$ cat src/rtl/avg_feeder_pkg.sv
// avg_feeder_pkg: shared constants and FSM state encoding for the 8-sample averager feeder.
`default_nettype none

package avg_feeder_pkg;

    localparam int N_SAMPLES = 8;
    localparam int DATA_W    = 4;
    localparam int SUM_W     = 7;
    localparam int PTR_W     = 3;

    typedef logic [1:0] state_t;

    localparam state_t FILL   = 2'd0;
    localparam state_t BURST  = 2'd1;
    localparam state_t COMMIT = 2'd2;

endpackage

`default_nettype wire

$ cat src/rtl/avg_sample_feeder_debounce.sv
// btn_debounce: 2-flop synchronizer, stability counter and one-cycle rising-edge pulse.
`default_nettype none

module btn_debounce #(
    parameter int DEBOUNCE_CYCLES = 16
) (
    input  logic CLK,
    input  logic RST_N,
    input  logic raw_i,
    output logic level_o,
    output logic pulse_o
);

    localparam int               CNT_W    = $clog2(DEBOUNCE_CYCLES + 1);
    localparam logic [CNT_W-1:0] CNT_LAST = CNT_W'(DEBOUNCE_CYCLES - 1);

    logic             sync1_q;
    logic             sync2_q;
    logic             level_q;
    logic             level_d;
    logic             pulse_q;
    logic             pulse_d;
    logic [CNT_W-1:0] cnt_q;
    logic [CNT_W-1:0] cnt_d;

    // The counter only runs while the synchronized input disagrees with the accepted level.
    always_comb begin
        level_d = level_q;
        pulse_d = 1'b0;
        cnt_d   = '0;
        if (sync2_q != level_q) begin
            if (cnt_q == CNT_LAST) begin
                level_d = sync2_q;
                pulse_d = sync2_q;
            end else begin
                cnt_d = cnt_q + 1'b1;
            end
        end
    end

    always_ff @(posedge CLK or negedge RST_N) begin
        if (!RST_N) begin
            sync1_q <= 1'b0;
            sync2_q <= 1'b0;
            level_q <= 1'b0;
            pulse_q <= 1'b0;
            cnt_q   <= '0;
        end else begin
            sync1_q <= raw_i;
            sync2_q <= sync1_q;
            level_q <= level_d;
            pulse_q <= pulse_d;
            cnt_q   <= cnt_d;
        end
    end

    assign level_o = level_q;
    assign pulse_o = pulse_q;

endmodule

`default_nettype wire

$ cat src/rtl/avg_sample_feeder.sv
// avg_sample_feeder: buffers eight debounced switch samples, then bursts them as ADD/NUM and commits.
// Define AVG_FEEDER_SUM_EN to add the SUM output (exact sum of the last burst, valid with DONE).
`default_nettype none

module avg_sample_feeder
    import avg_feeder_pkg::*;
#(
    parameter int DEBOUNCE_CYCLES = 16
) (
    input  logic              CLK,
    input  logic              RST_N,
    input  logic              BTN_RAW,
    input  logic [DATA_W-1:0] SW,
    output logic              ADD,
    output logic [DATA_W-1:0] NUM,
    output logic [3:0]        COUNT,
    output logic              BUSY,
`ifdef AVG_FEEDER_SUM_EN
    output logic [SUM_W-1:0]  SUM,
`endif
    output logic              DONE
);

    logic              btn_level;
    logic              btn_pulse;
    logic              capture;
    logic              wr_en;

    logic [DATA_W-1:0] sw_s1_q;
    logic [DATA_W-1:0] sw_s2_q;
    logic [DATA_W-1:0] mem_q [N_SAMPLES];

    state_t            state_q,  state_d;
    logic [PTR_W-1:0]  wr_ptr_q, wr_ptr_d;
    logic [PTR_W-1:0]  rd_ptr_q, rd_ptr_d;
    logic [3:0]        count_q,  count_d;
    logic              add_q,    add_d;
    logic [DATA_W-1:0] num_q,    num_d;
    logic              busy_q,   busy_d;
    logic              done_q,   done_d;
`ifdef AVG_FEEDER_SUM_EN
    logic [SUM_W-1:0]  acc_q,    acc_d;
    logic [SUM_W-1:0]  sum_q,    sum_d;
`endif

    btn_debounce #(
        .DEBOUNCE_CYCLES (DEBOUNCE_CYCLES)
    ) u_btn_debounce (
        .CLK     (CLK),
        .RST_N   (RST_N),
        .raw_i   (BTN_RAW),
        .level_o (btn_level),
        .pulse_o (btn_pulse)
    );

    assign capture = btn_pulse & btn_level;
    assign wr_en   = capture && (state_q == FILL);

    always_comb begin
        state_d  = state_q;
        wr_ptr_d = wr_ptr_q;
        rd_ptr_d = rd_ptr_q;
        count_d  = count_q;
        add_d    = add_q;
        num_d    = num_q;
        busy_d   = busy_q;
        done_d   = 1'b0;
`ifdef AVG_FEEDER_SUM_EN
        acc_d    = acc_q;
        sum_d    = sum_q;
`endif
        case (state_q)
            FILL: begin
                add_d  = 1'b0;
                num_d  = '0;
                busy_d = 1'b0;
`ifdef AVG_FEEDER_SUM_EN
                acc_d  = '0;
`endif
                if (wr_en) begin
                    wr_ptr_d = wr_ptr_q + PTR_W'(1);
                    count_d  = count_q + 4'd1;
                    // The 8th write launches the burst with buf[0] already on NUM.
                    if (count_q == 4'(N_SAMPLES - 1)) begin
                        state_d  = BURST;
                        add_d    = 1'b1;
                        busy_d   = 1'b1;
                        num_d    = mem_q[rd_ptr_q];
                        rd_ptr_d = rd_ptr_q + PTR_W'(1);
                    end
                end
            end
            BURST: begin
`ifdef AVG_FEEDER_SUM_EN
                acc_d = acc_q + SUM_W'(num_q);
`endif
                // rd_ptr wraps to 0 once all eight samples have been presented.
                if (rd_ptr_q == '0) begin
                    state_d  = COMMIT;
                    add_d    = 1'b0;
                    num_d    = '0;
                    done_d   = 1'b1;
                    count_d  = '0;
                    wr_ptr_d = '0;
                    rd_ptr_d = '0;
`ifdef AVG_FEEDER_SUM_EN
                    sum_d    = acc_q + SUM_W'(num_q);
`endif
                end else begin
                    num_d    = mem_q[rd_ptr_q];
                    rd_ptr_d = rd_ptr_q + PTR_W'(1);
                end
            end
            COMMIT: begin
                state_d = FILL;
                busy_d  = 1'b0;
            end
            default: begin
                state_d = FILL;
            end
        endcase
    end

    always_ff @(posedge CLK or negedge RST_N) begin
        if (!RST_N) begin
            sw_s1_q  <= '0;
            sw_s2_q  <= '0;
            state_q  <= FILL;
            wr_ptr_q <= '0;
            rd_ptr_q <= '0;
            count_q  <= '0;
            add_q    <= 1'b0;
            num_q    <= '0;
            busy_q   <= 1'b0;
            done_q   <= 1'b0;
`ifdef AVG_FEEDER_SUM_EN
            acc_q    <= '0;
            sum_q    <= '0;
`endif
        end else begin
            sw_s1_q  <= SW;
            sw_s2_q  <= sw_s1_q;
            state_q  <= state_d;
            wr_ptr_q <= wr_ptr_d;
            rd_ptr_q <= rd_ptr_d;
            count_q  <= count_d;
            add_q    <= add_d;
            num_q    <= num_d;
            busy_q   <= busy_d;
            done_q   <= done_d;
`ifdef AVG_FEEDER_SUM_EN
            acc_q    <= acc_d;
            sum_q    <= sum_d;
`endif
        end
    end

    // Sample storage is deliberately left out of reset.
    always_ff @(posedge CLK) begin
        if (wr_en) begin
            mem_q[wr_ptr_q] <= sw_s2_q;
        end
    end

    assign ADD   = add_q;
    assign NUM   = num_q;
    assign COUNT = count_q;
    assign BUSY  = busy_q;
    assign DONE  = done_q;
`ifdef AVG_FEEDER_SUM_EN
    assign SUM   = sum_q;
`endif

endmodule

`default_nettype wire

$ cat config.mk
export PLATFORM = sky130hd
export DESIGN_NAME = avg_sample_feeder
export DESIGN_NICKNAME = d
export VERILOG_FILES = /design/src/rtl/avg_feeder_pkg.sv /design/src/rtl/avg_sample_feeder_debounce.sv /design/src/rtl/avg_sample_feeder.sv
export SDC_FILE = /design/constraint.sdc
export NUM_CORES = 1
export LEC_CHECK = 0
export ABC_AREA = 1
export BUFFER_PORTS_ARGS = -buffer_cell sky130_fd_sc_hd__buf_2
export CORE_ASPECT_RATIO = 1.5
export CORE_UTILIZATION = 45
export CTS_CLUSTER_SIZE = 30
export DETAILED_ROUTE_END_ITERATION = 10
export GPL_TIMING_DRIVEN = 0
export PLACE_DENSITY = 0.69
export SYNTH_ARGS = -nofsm -noshare
export SYNTH_HDL_FRONTEND = slang
export SYNTH_HIERARCHICAL = 1
export SYNTH_SLANG_ARGS = --single-unit
$ cat constraint.sdc
create_clock -name CLK -period 2.2 [get_ports CLK]
set_clock_uncertainty 0.2 [all_clocks]
set_input_delay 0.55 -clock CLK [delete_from_list [all_inputs] [get_ports CLK]]
set_output_delay 0.55 -clock CLK [all_outputs]
set_load 0.005 [all_outputs]
Word level (Yosys, flattened, before mapping). Memory sizes are Yosys's and may differ from the RTL's. Cells that the tools add are included.

Add/subtract/negate cells: 4. Equality and inequality tests: 8. Muxes and demuxes: 31. Bitwise logic cells: 1. Reductions and logical operators: 10.

Operator list (count): two-way mux 4 bit (5); one-hot mux 4 bit (2 select lines) (2); two-way mux 3 bit (5); one-hot mux 3 bit (2 select lines) (2); two-way mux 5 bit (2); two-way mux 1 bit (9); AND reduction 3 bit (3); adder 3 x 1 -> 3 bit (second input constant) (2); two-way mux 2 bit (3); adder 5 x 1 -> 5 bit (second input constant) (1); equality test 5 x 4 -> 1 bit (second input constant) (1); adder 4 x 1 -> 4 bit (second input constant) (1); equality test 4 x 3 -> 1 bit (second input constant) (1); inequality test 2 bit (second input constant) (2); one-hot mux 1 bit (2 select lines) (2); one-hot mux 2 bit (2 select lines) (1); AND reduction 2 bit (2); nonzero test 2 bit (2); zero test 3 bit (1); equality test 2 x 1 -> 1 bit (second input constant) (1); equality test 2 bit (second input constant) (1); zero test 2 bit (1); inequality test 2 x 1 -> 1 bit (second input constant) (1); AND 1 bit (1); other kinds (2) (2).

Bits in registers: 36. Bits in writable memories: 32. Bits of input ports: 7. Output and inout bits: 11. Logic and storage cells: 70. Memories: 1.

Memory list: mem_q (depth 8, bits a word 4, read ports 1, clocked after memory_dff 0, wr ports 1, line avg_sample_feeder.sv:31) `logic [DATA_W-1:0] mem_q [N_SAMPLES];`.

Logic depth before layout (Yosys ltp).
Word-level depth: 4. Mapped depth: 10. Mapped depth without buffers: 8.

Cells and area by module. Netlist, hierarchy kept.

By module, submodules not included: avg_sample_feeder (instances 1, cells an instance 241, area an instance 2496.1 µm², sequential area each 1636.6 µm²); btn_debounce (instances 1, cells an instance 38, area an instance 355.3 µm², sequential area each 225.2 µm²).

Worst setup path before layout. OpenSTA, ideal clock, no wires.

Kind: flip-flop to flip-flop. Start: register rd_ptr_q[1]. End: register count_q[2], in the netlist COUNT[2]. Setup time: 0.119 ns. Arrival: 1.310 ns. Required time: 1.881 ns. Path slack: 0.571 ns. Cell stages (with the launch flop): 10. Path buffers: 1. Clock period less this slack: 1.629 ns. Cell sequence: dfrtp_1 buf_4 clkinv_1 ha_1 nand2_2 inv_2 nand2_4 nand2_2 a21oi_1 nor2_1.

Word-level cells in the longest chain between the ends: 3.

RTL lines: start, declared (line avg_sample_feeder.sv:35) `logic [PTR_W-1:0] rd_ptr_q, rd_ptr_d;`; start signal, assigned (line avg_sample_feeder.sv:145) `rd_ptr_q <= rd_ptr_d;`; zero test 3 bit (line avg_sample_feeder.sv:98) `if (rd_ptr_q == '0) begin`; inequality test 2 bit (no line); AND reduction 3 bit (no line); end signal, assigned (line avg_sample_feeder.sv:146) `count_q <= count_d;`; end, declared (line avg_sample_feeder.sv:36) `logic [3:0] count_q, count_d;`.

No other way between the ends. A chain may end at the register's enable or synchronous reset.

Worst setup path in the final report.
Start: register state_q[1]. End: memory mem_q[2][1], enable pin.

Word-level cells in the longest chain between the ends: 4.

RTL lines: start, declared (line avg_sample_feeder.sv:33) `state_t state_q, state_d;`; start signal, assigned (line avg_sample_feeder.sv:143) `state_q <= state_d;`; zero test 2 bit (line avg_sample_feeder.sv:57) `assign wr_en = capture && (state_q == FILL);`; logical AND 1 bit (line avg_sample_feeder.sv:57); two-way mux 1 bit (line avg_sample_feeder.sv:160) `if (wr_en) begin`; two-way mux 1 bit (implied by the code) (line avg_sample_feeder.sv:161) `mem_q[wr_ptr_q] <= sw_s2_q;`; end, declared (line avg_sample_feeder.sv:31).

No other way between the ends.

==> impl_metrics.csv <==
group,metric,value,unit
outcome,status,"complete, no violations",
synthesis,yosysTopAreaCellShare,33.70,%
critical_path,cp_top_family,"simple AND/OR/NAND/NOR gates",
place,place.gp.congestion,0.8139,
clock_network,clock_latency,330,ps
grt,grt_pass1_wl,8142,µm
critical_path,arrival,1700,ps
route,first_iter_violations,145,
final_layout,drive_above_1_share,15.71,%
clock_network,clockBufferDepth,2,
clock_network,cts_tree,"yes",
route,post_drt_wl_per_cell,12.51,µm
route,wl,4828,µm
grt,grt_remaining_overflow,0,
sta,worst_slew_pin_slew,785.0,ps
critical_path,crit_end,"mem_q[2][1]",
clock_network,cts.sinks,68,
critical_path,cp.buffers_inverters,1,
critical_path,crit_path_max_incr_delay,470,ps
run,maxCapViolCount,0,
final_layout,layout_common_cells,"nand2_1, inv_1, dfrtp_1",
power_and_ir_drop,p_total,2.326,mW
sta,clock.fmax,521.8,MHz
floorplanning,die_h,99.50,µm
synthesis,synth-seq-cells,68,
power_and_ir_drop,p_int,1.879,mW
floorplanning,start_util,46.51,%
sta,setup-tns-final,0,ps
final_layout,seq_area,1862,µm²
final_layout,num_antenna_cells,0,
synthesis,netlist_instances,279,
final_layout,syn_to_final_growth,12.46,%
route,drcViolationCount,0,
floorplanning,fp.dieW,67.00,µm
clock_network,clk_pin_slew_worst_paths,70,ps
sta,slew_headroom,47.67,%
power_and_ir_drop,seqPwrFrac,58.5,%
synthesis,netlist_area,2851,µm²
critical_path,crit_path_start_kind,"register",
critical_path,setup.worst_path.end_class,"register",
sta,drv_slew,0,
sta,fin_crit_sh,87.12,%
synthesis,ys_types,26,
route,firstDrtPassIters,4,
critical_path,reg2reg_slack,280,ps
route,via_count,1836,
route,drtAntennaViolNets,0,
sta,setup_ws,283.4,ps
floorplanning,die-area,6666,µm²
clock_network,cts_buffers,9,
synthesis,synth_top_area_cell,"edfxtp_1",
power_and_ir_drop,pwr-share-clk,40.2,%
final_layout,layout_commonest_cell,"nand2_1",
sta,finalSetupViolCount,0,
grt,grt_util_all_layers,16.84,%
clock_network,cts_hold_buf,0,
sta,min_period,1917,ps
critical_path,rr_worst_depth,5,
sta,rsz0062_at_grt,"no",
clock_network,cts_resized,0,
synthesis,yosysWarnings,6,
synthesis,synth_area_leaders,"edfxtp_1, dfrtp_1, nand2_1",
grt,grt_antenna_before_repair,0,
final_layout,fin_area,3207,µm²
critical_path,cp_max_fo,8,
final_layout,nets,319,
clock_network,cts_root_buf,"clkbuf_8",
critical_path,critPathLaunch,"state_q[1]",
place,place_area,3029,µm²
min_path,hp-class,"input port to asynchronous set/reset pin",
critical_path,crit_cells,5,
synthesis,syn-num-nets,291,
critical_path,path_cells,"nor2_2, nand2_4, inv_6, nand2_1, nor2_1",
synthesis,avgSynthCellArea,10.22,µm²
final_layout,fillers,551,
floorplanning,core,6131,µm²
power_and_ir_drop,p_switching,0.4462,mW
power_and_ir_drop,leakagePower,1.578,nW
grt,first_global_vias,1822,
place,place_ws,269.8,ps
critical_path,regToRegStartpoint,"state_q[1]",
clock_network,cts.htree.levels,3,
clock_network,cts_setup_buffers,0,
power_and_ir_drop,peakVddDrop,0.0004311,V
power_and_ir_drop,p_sw_share,19.19,%
critical_path,critPathKind,"register to register",
power_and_ir_drop,comb_power_share,1.2,%
place,dpl.hpwl,3484,µm
critical_path,worst_path_max_delay_cell,"dfrtp_1",
place,io_buffers,17,
floorplanning,num_rows,35,
critical_path,worst_ep_required_time,1980,ps
sta,hold_viol_final,0,
power_and_ir_drop,power_density,725.2,nW/µm²
route,detail_route.vias_per_cell,4.756,
synthesis,synth_seq_area_share,65.29,%
grt,grt_max_degree,37,
critical_path,r2r-end,"mem_q[2][1]",
floorplanning,ioPinCount,18,
final_layout,multi_input_area,772.0,µm²
## synth_stat cells, drive strengths merged
library cell / n
buf: 5
nand4: 2
o21ai: 7
nor3: 2
inv: 44
xnor2: 1
o21a: 1
nand3: 30
nor2: 19
ha: 5
o211ai: 1
nand2: 87
edfxtp: 32
xor2: 1
nand3b: 1
a21oi: 4
dfrtp: 36
clkinv: 1
## power groups by stage
stage,Sequential [mW],Combinational (mW),Clock [mW]
detailed placement,1.39,0.0299,0
CTS,1.36,0.0302,0.962
global placement,1.39,0.0285,0
global route,1.36,0.0342,1.02
floorplan,1.38,0.00999,0
finish,1.36,0.0286,0.936
## flip-flops by register name, indices dropped and copies added (netlist names)
name and cells:
ADD 1, BUSY 1, COUNT 4, DONE 1, NUM 4, mem_q 32, rd_ptr_q 3, state_q 2
sw_s1_q 4, sw_s2_q 4, u_btn_debounce/cnt_q 5, u_btn_debounce/level_o 1, u_btn_debounce/pulse_o 1, u_btn_debounce/sync1_q 1, u_btn_debounce/sync2_q 1, wr_ptr_q 3
## area by class of cell
type / count / area share (%)
Buffer: 5 / 1.288
Clock buffer: 14 / 4.448
Clock inverter: 2 / 1.092
Inverter: 45 / 5.501
Multi-Input combinational cell: 161 / 24.07
Sequential cell: 68 / 58.06
Tap cell: 74 / 2.887
Timing Repair Buffer: 17 / 2.653
## layer usage
layer / wire, µm / global-route usage, %
met5: 0 / 0
met4: 258 / 13.09
met3: 167 / 4.014
met2: 2419 / 27.35
met1: 1983 / 18.36
## stage by stage
| step | std cells | util [%] | hold WS, ps |
|---|---|---|---|
| 3_5_place_dp | 370 | 49.41 | 137.1 |
| 3_3_place_gp | 370 | 49.41 | 134.0 |
| 2_1_floorplan | 279 | - | 54.41 |
| 5_1_grt | 386 | 52.31 | 104.0 |
| 4_1_cts | 386 | 52.31 | 106.5 |
| 6_report | 386 | 52.31 | 96.07 |
## worst min path at each step
stage / slack (ps) / cells after the start / from / endpoint
after floorplan: 50 / 0 / RST_N / ADD
after global placement: 130 / 0 / sw_s1_q[0] / sw_s2_q[0]
after detailed placement: 140 / 0 / sw_s1_q[0] / sw_s2_q[0]
after CTS: 110 / 1 / RST_N / state_q[1]
after global routing: 100 / 1 / BTN_RAW / u_btn_debounce/sync1_q
final: 100 / 1 / RST_N / BUSY
## logic make-up (layout without fill, tap and decap cells)
logic type               count (synthesis)  count (layout)  synth area share (%)
adder cells (fa/ha/maj)                  5               5                 2.194
XOR/XNOR                                 2               2                0.6144
flip-flops                              68              68                 65.29
AND/OR/NAND/NOR                        141             141                 21.68
buffers and inverters                   50              83                 7.635
AO/OA/AOI/OAI                           13              13                 2.589
## worst register-to-register path, stage by stage, from the launching register on
cell and delay (ps):
dfrtp_1 470, nor2_2 220, nand2_4 120, inv_6 100
nand2_1 130, nor2_1 340
Power figures use the tool's default switching activity.
